<file path="config.mk">
export PLATFORM = sky130hd
export DESIGN_NAME = rpc2_ctrl_axi_adr_arbiter
export DESIGN_NICKNAME = d
export VERILOG_FILES = /design/src/rtl/rpc2_ctrl_adr_pkg.sv /design/src/rtl/rpc2_ctrl_credit_counter.sv /design/src/rtl/rpc2_ctrl_axi_adr_arbiter.sv
export SDC_FILE = /design/constraint.sdc
export NUM_CORES = 1
export LEC_CHECK = 0
export CAP_MARGIN = 30
export CELL_PAD_IN_SITES_DETAIL_PLACEMENT = 2
export CELL_PAD_IN_SITES_GLOBAL_PLACEMENT = 2
export CORE_MARGIN = 2
export CORE_UTILIZATION = 24
export DETAILED_ROUTE_END_ITERATION = 12
export PLACE_DENSITY_LB_ADDON = 0.08
export SYNTH_ARGS = -nofsm -noshare
export SYNTH_HDL_FRONTEND = slang
export SYNTH_SLANG_ARGS = --single-unit
</file>
<file path="constraint.sdc">
create_clock -name clk -period 3.8 [get_ports clk]
set_input_delay 0.38 -clock clk [delete_from_list [all_inputs] [get_ports clk]]
set_output_delay 0.38 -clock clk [all_outputs]
set_load 0.05 [all_outputs]
</file>
<file path="src/rtl/rpc2_ctrl_adr_pkg.sv">
// Shared definitions for the ADR command path: payload layout and direction tag.
package rpc2_ctrl_adr_pkg;

  // Pre-formatted command payload {size, burst, len, addr}
  localparam int PRE_ADR_DATA_WIDTH = 46;
  localparam int ADR_ADDR_LSB       = 0;
  localparam int ADR_ADDR_W         = 32;
  localparam int ADR_LEN_LSB        = 32;
  localparam int ADR_LEN_W          = 8;
  localparam int ADR_BURST_LSB      = 40;
  localparam int ADR_BURST_W        = 2;
  localparam int ADR_SIZE_LSB       = 42;
  localparam int ADR_SIZE_W         = 4;

  // Arbitrated command {is_write, block, payload}
  localparam int ADR_DOUT_WIDTH = PRE_ADR_DATA_WIDTH + 2;

  // Direction tag carried in the top bit of the arbitrated command
  typedef enum logic {
    DIR_RD = 1'b0,
    DIR_WR = 1'b1
  } dir_e;

endpackage

</file>
<file path="src/rtl/rpc2_ctrl_credit_counter.sv">
// Outstanding-transaction credit counter: +1 per grant, -1 per done pulse,
// with a sticky error when a done arrives and nothing is outstanding.
module rpc2_ctrl_credit_counter #(
  parameter int CNT_WIDTH = 3,
  parameter int MAX_COUNT = 4
) (
  input  logic                 clk,
  input  logic                 reset_n,
  input  logic                 inc,
  input  logic                 dec,
  output logic [CNT_WIDTH-1:0] count,
  output logic                 below_limit,
  output logic                 err
);

  localparam logic [CNT_WIDTH-1:0] LIMIT = CNT_WIDTH'(MAX_COUNT);
  localparam logic [CNT_WIDTH-1:0] ONE   = CNT_WIDTH'(1);

  // Eligibility uses the registered count, so a done in the same cycle
  // only frees the slot from the next cycle on.
  assign below_limit = (count < LIMIT);

  // Count update; an underflowing done keeps the count and flags the error
  always_ff @(posedge clk or negedge reset_n) begin
    if (!reset_n) begin
      count <= '0;
      err   <= 1'b0;
    end else if (dec && (count == '0)) begin
      err   <= 1'b1;
      count <= inc ? ONE : '0;
    end else if (inc && !dec) begin
      count <= count + ONE;
    end else if (dec && !inc) begin
      count <= count - ONE;
    end
  end

endmodule

</file>
<file path="src/rtl/rpc2_ctrl_axi_adr_arbiter.sv">
// Weighted round-robin arbiter merging AW and AR commands into one registered
// ADR stream, gated by per-direction outstanding credits.
//
// Handshake: a source command is taken in the cycle its *_ready is high
// (ready is the grant itself, combinational, and never waits on the other
// source). The output slot holds adr_dout stable while adr_valid=1 and
// adr_ready=0; a new command may be granted into the slot whenever it is
// empty or being drained in the same cycle.
module rpc2_ctrl_axi_adr_arbiter
  import rpc2_ctrl_adr_pkg::*;
#(
  parameter int C_PRE_ADR_DATA_WIDTH = PRE_ADR_DATA_WIDTH,
  parameter int C_MAX_WR_OUTSTANDING = 4,
  parameter int C_MAX_RD_OUTSTANDING = 4,
  parameter int C_WR_WEIGHT          = 2,
  parameter int C_RD_WEIGHT          = 2,
  parameter int C_CNT_WIDTH          = 3
) (
  input  logic                              clk,
  input  logic                              reset_n,
  input  logic                              adr_aw_valid,
  input  logic [C_PRE_ADR_DATA_WIDTH-1:0]   adr_aw_din,
  input  logic                              adr_aw_block,
  output logic                              adr_aw_ready,
  input  logic                              adr_ar_valid,
  input  logic [C_PRE_ADR_DATA_WIDTH-1:0]   adr_ar_din,
  input  logic                              adr_ar_block,
  output logic                              adr_ar_ready,
  output logic                              adr_valid,
  output logic [C_PRE_ADR_DATA_WIDTH+1:0]   adr_dout,
  input  logic                              adr_ready,
  input  logic                              wr_done,
  input  logic                              rd_done,
  output logic [C_CNT_WIDTH-1:0]            wr_outstanding,
  output logic [C_CNT_WIDTH-1:0]            rd_outstanding,
  output logic                              credit_err
);

  localparam logic [7:0] WR_W = 8'(C_WR_WEIGHT);
  localparam logic [7:0] RD_W = 8'(C_RD_WEIGHT);

  // Arbitration history, kept as one struct so it can be probed as a whole
  typedef struct packed {
    dir_e       last_dir;
    logic [7:0] streak;
  } arb_state_t;

  arb_state_t arb_q;

  logic       slot_free;
  logic       wr_below, rd_below;
  logic       wr_elig, rd_elig;
  logic       grant_wr, grant_rd, grant_any;
  logic       keep_streak;
  logic [7:0] last_weight, grant_weight;
  logic       wr_err, rd_err;

  assign slot_free = ~adr_valid | adr_ready;
  assign wr_elig   = adr_aw_valid & wr_below;
  assign rd_elig   = adr_ar_valid & rd_below;

  // A streak of 0 only exists straight after reset and means "no history";
  // the other-direction rule then applies, so writes win the first contest.
  assign last_weight = (arb_q.last_dir == DIR_WR) ? WR_W : RD_W;
  assign keep_streak = (arb_q.streak != 8'd0) && (arb_q.streak < last_weight);

  // Grant selection: single eligible source wins, contested slots use the weights
  always_comb begin
    grant_wr = 1'b0;
    grant_rd = 1'b0;
    if (reset_n && slot_free) begin
      if (wr_elig && rd_elig) begin
        if (keep_streak) grant_wr = (arb_q.last_dir == DIR_WR);
        else             grant_wr = (arb_q.last_dir == DIR_RD);
        grant_rd = ~grant_wr;
      end else begin
        grant_wr = wr_elig;
        grant_rd = rd_elig;
      end
    end
  end

  assign grant_any    = grant_wr | grant_rd;
  assign grant_weight = grant_wr ? WR_W : RD_W;
  assign adr_aw_ready = grant_wr;
  assign adr_ar_ready = grant_rd;

  // Streak bookkeeping: extend (saturating) on a repeat, restart on a switch
  always_ff @(posedge clk or negedge reset_n) begin
    if (!reset_n) begin
      arb_q.last_dir <= DIR_RD;
      arb_q.streak   <= 8'd0;
    end else if (grant_any) begin
      if ((grant_wr ? DIR_WR : DIR_RD) == arb_q.last_dir) begin
        if (arb_q.streak < grant_weight) arb_q.streak <= arb_q.streak + 8'd1;
      end else begin
        arb_q.last_dir <= grant_wr ? DIR_WR : DIR_RD;
        arb_q.streak   <= 8'd1;
      end
    end
  end

  // Output slice: load on grant, empty when drained without a replacement
  always_ff @(posedge clk or negedge reset_n) begin
    if (!reset_n) begin
      adr_valid <= 1'b0;
      adr_dout  <= '0;
    end else if (grant_any) begin
      adr_valid <= 1'b1;
      adr_dout  <= grant_wr ? {logic'(DIR_WR), adr_aw_block, adr_aw_din}
                            : {logic'(DIR_RD), adr_ar_block, adr_ar_din};
    end else if (slot_free) begin
      adr_valid <= 1'b0;
    end
  end

  rpc2_ctrl_credit_counter #(
    .CNT_WIDTH (C_CNT_WIDTH),
    .MAX_COUNT (C_MAX_WR_OUTSTANDING)
  ) u_wr_credit (
    .clk         (clk),
    .reset_n     (reset_n),
    .inc         (grant_wr),
    .dec         (wr_done),
    .count       (wr_outstanding),
    .below_limit (wr_below),
    .err         (wr_err)
  );

  rpc2_ctrl_credit_counter #(
    .CNT_WIDTH (C_CNT_WIDTH),
    .MAX_COUNT (C_MAX_RD_OUTSTANDING)
  ) u_rd_credit (
    .clk         (clk),
    .reset_n     (reset_n),
    .inc         (grant_rd),
    .dec         (rd_done),
    .count       (rd_outstanding),
    .below_limit (rd_below),
    .err         (rd_err)
  );

  assign credit_err = wr_err | rd_err;

endmodule

</file>
After elaboration in Yosys (flattened, before gate mapping)

Cells that the tools add are included.

Flip-flop bits (word level): 66
Latch bits: 0
RAM bits: 0
Bits in read-only memories: 0
Memories: 0

$add $sub $neg: 5
Multipliers: 0
Divide/modulo/power cells: 0
$lt $le $gt $ge: 3
Equality and inequality tests: 2
Shift operators: 0
Multiplexer cells: 21
Bitwise gates (word level): 9
Reductions and logical operators: 21

Operators with widths:

| cell                                                  | number |
|---|---|
| 2-to-1 mux 48 bit                                     | 1 |
| 2-to-1 mux 3 bit                                      | 6 |
| 2-to-1 mux 8 bit                                      | 2 |
| 2-to-1 mux 1 bit                                      | 12 |
| logical AND 1 bit                                     | 9 |
| adder 8 x 1 -> 8 bit, second input constant           | 1 |
| < comparator 8 x 2 -> 1 bit, second input constant    | 1 |
| nonzero test 8 bit                                    | 1 |
| adder 3 x 1 -> 3 bit, second input constant           | 2 |
| logical NOT 3 bit                                     | 2 |
| < comparator 3 bit, second input constant             | 2 |
| nonzero test 3 bit                                    | 2 |
| subtractor 3 x 1 -> 3 bit, second input constant      | 2 |
| logical NOT 1 bit                                     | 4 |
| NOT 1 bit                                             | 4 |
| AND reduction 2 bit                                   | 2 |
| bitwise OR 1 bit                                      | 3 |
| bitwise AND 1 bit                                     | 2 |
| inequality test 2 x 1 -> 1 bit, second input constant | 1 |
| nonzero test 2 bit                                    | 1 |
| == test 1 bit                                         | 1 |

Depth between registers and ports, before layout

Word-level depth: 13
Depth in mapped cells: 13

Hierarchy

Synthesis repeated with hierarchy kept, for this count alone.

Cell total of the unflattened synthesis: 461
Area total of the unflattened synthesis: 4,082.7 um^2

Modules (own cells, without submodules):

| module                                 | instances | cells an instance | area an instance (um^2) | seq. area each (um^2) |
|---|---|---|---|---|
| rpc2_ctrl_axi_adr_arbiter              | 1         | 404               | 3,527.1                 | 1,451.4 |
| rpc2_ctrl_credit_counter (u_wr_credit) | 1         | 31                | 284.0                   | 100.1 |
| rpc2_ctrl_credit_counter (u_rd_credit) | 1         | 26                | 271.5                   | 100.1 |

Worst setup path before layout

Ideal clock, no wire load.

Path kind: flip-flop to flip-flop
Start point: register arb_q[1] (netlist bit)
End point: register u_rd_credit.count[2]
Arrival: 2.930 ns
Data required time: 3.675 ns
Setup slack: 0.746 ns
Stages on the path, launching flop included: 12
Clock period less this slack: 3.054 ns
Cells stage by stage: dfrtp_1 > inv_1 > ha_1 > or4_4 > o21a_1 > o311a_4 > buf_6 > ha_1 > fa_1 > xnor2_1 > nor2_1 > mux2_2

Word-level cells in the longest chain between the ends: 11
Elaborated cells between the ends (all ways): 15
Those cells by class: order compare: 1; mux: 7; bitwise: 1; reduce/logical: 6

RTL lines:

| what                                                              | RTL line                                                       | source |
|---|---|---|
| start, declared                                                   | rpc2_ctrl_axi_adr_arbiter.sv:48                                | `arb_state_t arb_q;` |
| < comparator 8 x 2 -> 1 bit or nonzero test 8 bit (tied branches) | rpc2_ctrl_axi_adr_arbiter.sv:65                                | `assign keep_streak = (arb_q.streak != 8'd0) && (arb_q.streak < last_weight);` |
| logical AND 1 bit *                                               | rpc2_ctrl_axi_adr_arbiter.sv:65                                |  |
| 2-to-1 mux 1 bit *                                                | rpc2_ctrl_axi_adr_arbiter.sv:73                                | `if (keep_streak) grant_wr = (arb_q.last_dir == DIR_WR);` |
| 2-to-1 mux 1 bit *                                                | rpc2_ctrl_axi_adr_arbiter.sv:72                                | `if (wr_elig && rd_elig) begin` |
| 2-to-1 mux 1 bit *                                                | rpc2_ctrl_axi_adr_arbiter.sv:71                                | `if (reset_n && slot_free) begin` |
| NOT 1 bit *                                                       | rpc2_ctrl_axi_adr_arbiter.sv:75                                | `grant_rd = ~grant_wr;` |
| 2-to-1 mux 1 bit *                                                | rpc2_ctrl_axi_adr_arbiter.sv:72                                |  |
| 2-to-1 mux 1 bit *                                                | rpc2_ctrl_axi_adr_arbiter.sv:71                                |  |
| net adr_ar_ready                                                  | rpc2_ctrl_axi_adr_arbiter.sv:28                                | `output logic adr_ar_ready,` |
| logical AND 1 bit or logical NOT 1 bit (tied branches)            | rpc2_ctrl_credit_counter.sv:31, rpc2_ctrl_credit_counter.sv:33 |  |
| 2-to-1 mux 3 bit or logical AND 1 bit (tied branches)             | rpc2_ctrl_credit_counter.sv:31, rpc2_ctrl_credit_counter.sv:33 |  |
| 2-to-1 mux 3 bit or nonzero test 3 bit (tied branches)            | n/a                                                            |  |
| end signal, assigned                                              | rpc2_ctrl_credit_counter.sv:30                                 | `count <= inc ? ONE : '0;` |
| end signal, assigned                                              | rpc2_ctrl_credit_counter.sv:32                                 | `count <= count + ONE;` |
| end signal, assigned                                              | rpc2_ctrl_credit_counter.sv:34                                 | `count <= count - ONE;` |
| end, declared                                                     | rpc2_ctrl_credit_counter.sv:11                                 | `output logic [CNT_WIDTH-1:0] count,` |

Mark *: on every way through the listed nets, which the timed path passes. The rest lies on a longest branch. The select of a mux whose other input is x is not followed.
A chain may end at the register's enable or synchronous reset.

Worst setup path after layout

Start point: register arb_q[1] (netlist bit)
End point: output adr_aw_ready

Word-level cells in the longest chain between the ends: 7
Elaborated cells between the ends (all ways): 8
Those cells by class: order compare: 1; mux: 5; reduce/logical: 2

RTL lines:

| what                                                              | RTL line                        | source |
|---|---|---|
| < comparator 8 x 2 -> 1 bit or nonzero test 8 bit (tied branches) | rpc2_ctrl_axi_adr_arbiter.sv:65 |  |
| logical AND 1 bit *                                               | rpc2_ctrl_axi_adr_arbiter.sv:65 |  |
| 2-to-1 mux 1 bit *                                                | rpc2_ctrl_axi_adr_arbiter.sv:73 |  |
| 2-to-1 mux 1 bit *                                                | rpc2_ctrl_axi_adr_arbiter.sv:72 |  |
| 2-to-1 mux 1 bit *                                                | rpc2_ctrl_axi_adr_arbiter.sv:71 |  |
| 2-to-1 mux 1 bit *                                                | rpc2_ctrl_axi_adr_arbiter.sv:72 |  |
| 2-to-1 mux 1 bit *                                                | rpc2_ctrl_axi_adr_arbiter.sv:71 |  |
| end, declared                                                     | rpc2_ctrl_axi_adr_arbiter.sv:24 | `output logic adr_aw_ready,` |

Mark *: on every way between the ends. The rest lies on a longest branch, timed or not. The select of a mux whose other input is x is not followed.

==> results.sh <==
export IMPL_cts_setup_buffers=0
export IMPL_worst_clock_skew_ns=0.006315
export IMPL_p_per_area_nw_per_um2=881.8
export IMPL_p_leak_nw=2.108
export IMPL_max_freq_ghz=0.2862
export IMPL_regArea_sq_um=1652
export IMPL_place_ws_ns=0.6088
export IMPL_drc_errors=0
export IMPL_htreeDepth=3
export IMPL_grt_use_total_pct=16.05
export IMPL_crit_type="reg2out"
export IMPL_synthCells=256
export IMPL_hold_class="reg2reg"
export IMPL_ys_ff_latch=66
export IMPL_grt_max_degree=58
export IMPL_fp_coreArea_sq_um=12570
export IMPL_fill_cells=1317
export IMPL_critPathRequiredTime_ns=3.42
export IMPL_status="completed"
export IMPL_vias_per_cell=4.686
export IMPL_rsz0062_at_grt="false"
export IMPL_grt_busiest_layer="met2"
export IMPL_syn_to_final_growth_pct=65.49
export IMPL_ctsResizeCount=0
export IMPL_netlist_top_cells_count="dfrtp_1, a221o_1, and2_0"
export IMPL_dr_first_iter_drc_count=76
export IMPL_hold_viol=0
export IMPL_min_period_over_period_pct=91.95
export IMPL_portBuffers=158
export IMPL_reg2regPathDepth=10
export IMPL_maxCapViolCount=0
export IMPL_synth_main_ff_cell="dfrtp_1"
export IMPL_cp_max_fo=15
export IMPL_synth_edff_count=0
export IMPL_synth_top_area_cell="dfrtp_1"
export IMPL_cts_buffers=9
export IMPL_place_congestion=0.7038
export IMPL_yosysWarnings=0
export IMPL_die_h_um=117.4
export IMPL_nets=522
export IMPL_path_cells="inv_1, ha_1, or4_4, o21a_1, o21a_1, nor2_4, clkdlybuf4s50_1"
export IMPL_fin_crit_ns=3.494
export IMPL_ys_seq_area_share_pct=53.53
export IMPL_cts_root_buf="clkbuf_16"
export IMPL_vdd_drop_max_mv=0.3855
export IMPL_yosysMostFrequentCell="dfrtp_1"
export IMPL_syn_area_per_cell_sq_um=12.05
export IMPL_die_w_um=117.4
export IMPL_path_delay_family="buffers and inverters"
export IMPL_path_common_cell="o21a_1"
export IMPL_endpoint="adr_aw_ready"
export IMPL_max_stage_delay_ns=0.89
export IMPL_synthesis_nets=363
export IMPL_grt_pass1_vias=3239
export IMPL_numClockSinks=66
export IMPL_crit_cells=7
export IMPL_ios=159
export IMPL_synthArstFlopShare_pct=100.0
export IMPL_cts_tree="built"
export IMPL_dp_hpwl_um=7843
export IMPL_finalPower_mw=4.502
export IMPL_cp_slowest_cell="clkdlybuf4s50_1"
export IMPL_use_met3_pct=6.566
export IMPL_clock_latency_ns=0.33
export IMPL_finalWirelength_um=10770
export IMPL_reg2reg_to="u_rd_credit.count[2]"
export IMPL_finalSetupTns_ns=0
export IMPL_antenna_found_initial=0
export IMPL_clockBufferDepth=2
export IMPL_synthDominantCellAreaShare_pct=53.53
export IMPL_r2r_start="arb_q[1]"
export IMPL_die_area_sq_um=13780
export IMPL_synth_distinct_cells=42
export IMPL_diodes=0
export IMPL_setup_ws_ns=0.3060
export IMPL_crit_buf_inv=2
export IMPL_synth_top_cells_by_area="dfrtp_1, a221o_1, and2_0, buf_6, ha_1"
export IMPL_start_util_pct=24.55
export IMPL_grt_pass1_wl_um=17420
export IMPL_vias=2774
export IMPL_worstSetupStartpoint="arb_q[1]"
export IMPL_rows=41
export IMPL_setup_viol=0
export IMPL_end_kind="output port"
export IMPL_arrival_ns=3.11
export IMPL_start_kind="register"
export IMPL_slew_headroom_pct=48.98
export IMPL_clk_pin_slew_ns=0.06
export IMPL_grt_remaining_overflow=0
export IMPL_gr_usage_met1_pct=18.33
export IMPL_multi_input_comb_area_sq_um=1290
export IMPL_drv_slew=0
export IMPL_wl_per_cell_um=18.20
export IMPL_ff2ff_setup_slack_ns=0.72
export IMPL_drt_pass1_iterations=4
export IMPL_final_layout_size_suffix_gt1_share_pct=7.143
export IMPL_syn_area_sq_um=3085
export IMPL_hp_start="u_rd_credit.err"
export IMPL_tightest_slew_ns=0.7653
export IMPL_postRouteAntennaNets=0
export IMPL_met2_usage_pct=27.27
==> area by class of cell <==
type	count	area share [%]
inverters	13	0.9556
clock buffers	14	5.366
flip-flops and latches	66	32.34
well taps	172	4.215
repair buffers	163	31.66
multi-input cells	162	25.26
clock inverters	2	0.1960
==> worst register-to-register path: cells and delay by family (launching register included) <==
kind	cells	cell delay, ns
XOR/XNOR	1	0.14
buffers and inverters	1	0.08
AND/OR/NAND/NOR	2	0.53
AO/OA/AOI/OAI	2	0.63
flip-flops	1	0.40
multiplexers	1	0.33
adder cells (fa/ha/maj)	3	0.86
==> metal layers <==
layer / share of wire (%) / routed length (um)
met1: 41 / 4469
met2: 48 / 5210
met3: 8.7 / 935
met4: 1.5 / 160
met5: 0 / 0
==> cells in the final DEF, fill, tap and decap left out, drive strengths merged, types with 3 or more instances in the layout <==
master,netlist,routed
clkdlybuf4s50,0,157
dfrtp,66,66
and2,48,48
a221o,47,47
clkbuf,5,14
inv,13,13
nor2b,8,8
nand2,5,5
o21ai,5,5
nor2,5,5
buf,10,5
ha,4,4
nand2b,3,3
o22ai,3,3
nor3,3,3
==> flip-flops by register name (all words and copies together) (netlist names) <==
name / count
arb_q: 9
adr_dout: 48
u_wr_credit.err: 1
u_rd_credit.err: 1
u_wr_credit.count: 3
u_rd_credit.count: 3
adr_valid: 1
==> where the power goes <==
part	leakage [nW]	switching (mW)	internal, mW
combinational	1.15	1.55	0.935
sequential	0.815	0.215	1.01
clock	0.143	0.300	0.493
==> kinds of logic after synthesis <==
group | count (synthesis) | share of synthesized area (%)
simple gates | 80 | 15.73
compound gates | 71 | 21.29
flops | 66 | 53.53
buf+inv | 28 | 4.907
fa+ha+maj | 6 | 2.920
mux | 3 | 1.054
xor+xnor | 2 | 0.5678
==> what timing repair did <==
action / 4_1_cts / 5_1_grt
hold endpoints to repair: 9 / 0
hold buffers: 1 / 0
endpoints found under the setup margin: 0 / 0
==> through the flow <==
step                util, %  cell area (sq um)  std cells  hold slack (ns)
floorplan                 -               3085        256          0.08441
global placement      38.29               4812        575           0.2821
detailed placement    38.29               4812        575           0.2810
CTS                   40.63               5106        592           0.4541
global route          40.63               5106        592           0.4784
finish                40.63               5106        592           0.4521
==> how the worst min path moves through the flow <==
stage,end,depth (start not counted)
floorplan,adr_dout[0],0
global placement,adr_dout[47],1
detailed placement,adr_dout[47],1
CTS,u_rd_credit.err,1
global route,u_rd_credit.err,1
finish,u_rd_credit.err,1
No activity file was read; power rests on OpenSTA's default activity.
==> patch, RTL diff (same flow settings) <==
`C_CNT_WIDTH`: 3 -> 4.
--- a/src/rtl/rpc2_ctrl_axi_adr_arbiter.sv
+++ b/src/rtl/rpc2_ctrl_axi_adr_arbiter.sv
@@ -14,7 +14,7 @@
   parameter int C_MAX_RD_OUTSTANDING = 4,
   parameter int C_WR_WEIGHT          = 2,
   parameter int C_RD_WEIGHT          = 2,
-  parameter int C_CNT_WIDTH          = 3
+  parameter int C_CNT_WIDTH          = 4
 ) (
   input  logic                              clk,
   input  logic                              reset_n,
Ports: changed (resized rd_outstanding and wr_outstanding); port bits go from 159 to 161. No check against the original RTL was run, so the function may have changed too.
==> patch against the unedited design <==
  * Setup slack better by 170 ps
  * Total power up 7.8%
  * Fmax up 5.1%
  * Critical path depth up 8
  * Die area up 4.9%
  * Design area up 4.7%
  * Sequential cell count up 2
  * Routed wire length up 11%
  * Critical path type is now register to register
  * Register-to-register slack worse by 240 ps
  * Synthesized area up 5.1%
==> patch: results (changes against the unedited design) <==
INFO  placement      detailed_place.area=5020um2 [+4.3%]
INFO  status         status=finished clean
INFO  critical_path  crit_end=u_rd_credit.count[3]$_DFFE_PN0P_
INFO  critical_path  crit_slowest_cell=or4_4
INFO  final_layout   nets=550 [+5.4%]
INFO  placement      placed_cells=602 [+4.7%]
INFO  final_layout   drive_above_1_share=7.88% [+0.74 points]
INFO  logic_synthesis syn_area_per_cell=11.7um2 [-2.9%]
INFO  timing         tightestPinTransition=781ps [+15.4 ps]
INFO  global_route   grt_max_degree=67 [+16%]
INFO  placement      dp_slack=455ps [-153 ps]
INFO  logic_synthesis cells_taking_the_most_area_after_synthesis=dfrtp_1, a221o_1, and2_1
INFO  pwr            fin_total_pwr=4.85mW [+7.8%]
INFO  critical_path  r2r.worst_path.cells=15 [+5]
INFO  pwr            vdd.ir_drop.worst=0.000374V [-3.1%]
INFO  routing        drt_first_iter_violations=105 [+38%]
INFO  logic_synthesis synth_seq_area_share=52.5% [-1.0 points]
INFO  pwr            combinationalPower=2.79mW [+12%]
INFO  pwr            clock_net_power=0.822mW [+3.7%]
INFO  critical_path  timing.critical_path.slowest_cell_delay=430ps [-460 ps]
INFO  logic_synthesis synth.net_count=388 [+6.9%]
INFO  routing        routed-via-count=2955 [+6.5%]
INFO  routing        wl=11900um [+11%]
INFO  timing         hold_slack=392ps [-59.9 ps]
INFO  pwr            switching_power=2.22mW [+7.9%]
[patch: area by class of cell]
type                            count  area, um2  share of cell area, %
Inverter                           13       48.8                  0.913
Multi-Input combinational cell    179       1410                   26.4
Timing Repair Buffer              168       1680                   31.4
Clock inverter                      5       52.6                  0.983
Tap cell                          176        220                   4.12
Clock buffer                       11        233                   4.35
Sequential cell                    68       1700                   31.8
[patch: cells by family (layout without fill, tap and decap cells)]
| kind of cell | Yosys count | count (layout) | synth area share (%) |
|---|---|---|---|
| fa+ha+maj | 10 | 10 | 4.32 |
| compound gates | 74 | 74 | 20.4 |
| flops | 68 | 68 | 52.5 |
| mux | 3 | 3 | 0.965 |
| simple gates | 88 | 88 | 16.3 |
| buf+inv | 30 | 197 | 4.40 |
| xor+xnor | 4 | 4 | 1.08 |
[patch: layer usage]
layer	global-route usage (%)	up-vias	share of wire (%)
met1	21.0	1485	43
li1	-	1349	-
met2	28.1	109	48
met3	5.90	12	7.9
met5	0	-	0
met4	5.89	0	1.3
[patch: worst min-delay path by stage]
| stage | startpoint | to | depth (start not counted) |
|---|---|---|---|
| floorplan | reset_n | adr_dout[0]$_DFFE_PN0P_ | 0 |
| global placement | reset_n | arb_q[8]$_DFFE_PN0P_ | 1 |
| detailed placement | reset_n | arb_q[8]$_DFFE_PN0P_ | 1 |
| CTS | reset_n | arb_q[8]$_DFFE_PN0P_ | 2 |
| global route | reset_n | arb_q[8]$_DFFE_PN0P_ | 2 |
| finish | reset_n | arb_q[8]$_DFFE_PN0P_ | 2 |
[patch: worst max-delay path: cells and delay by family, from the launching register on]
family | cells | cell delay (ps)
simple gates | 4 | 1180
flops | 1 | 380
compound gates | 4 | 770
fa+ha+maj | 3 | 630
buf+inv | 3 | 210
xor+xnor | 1 | 100
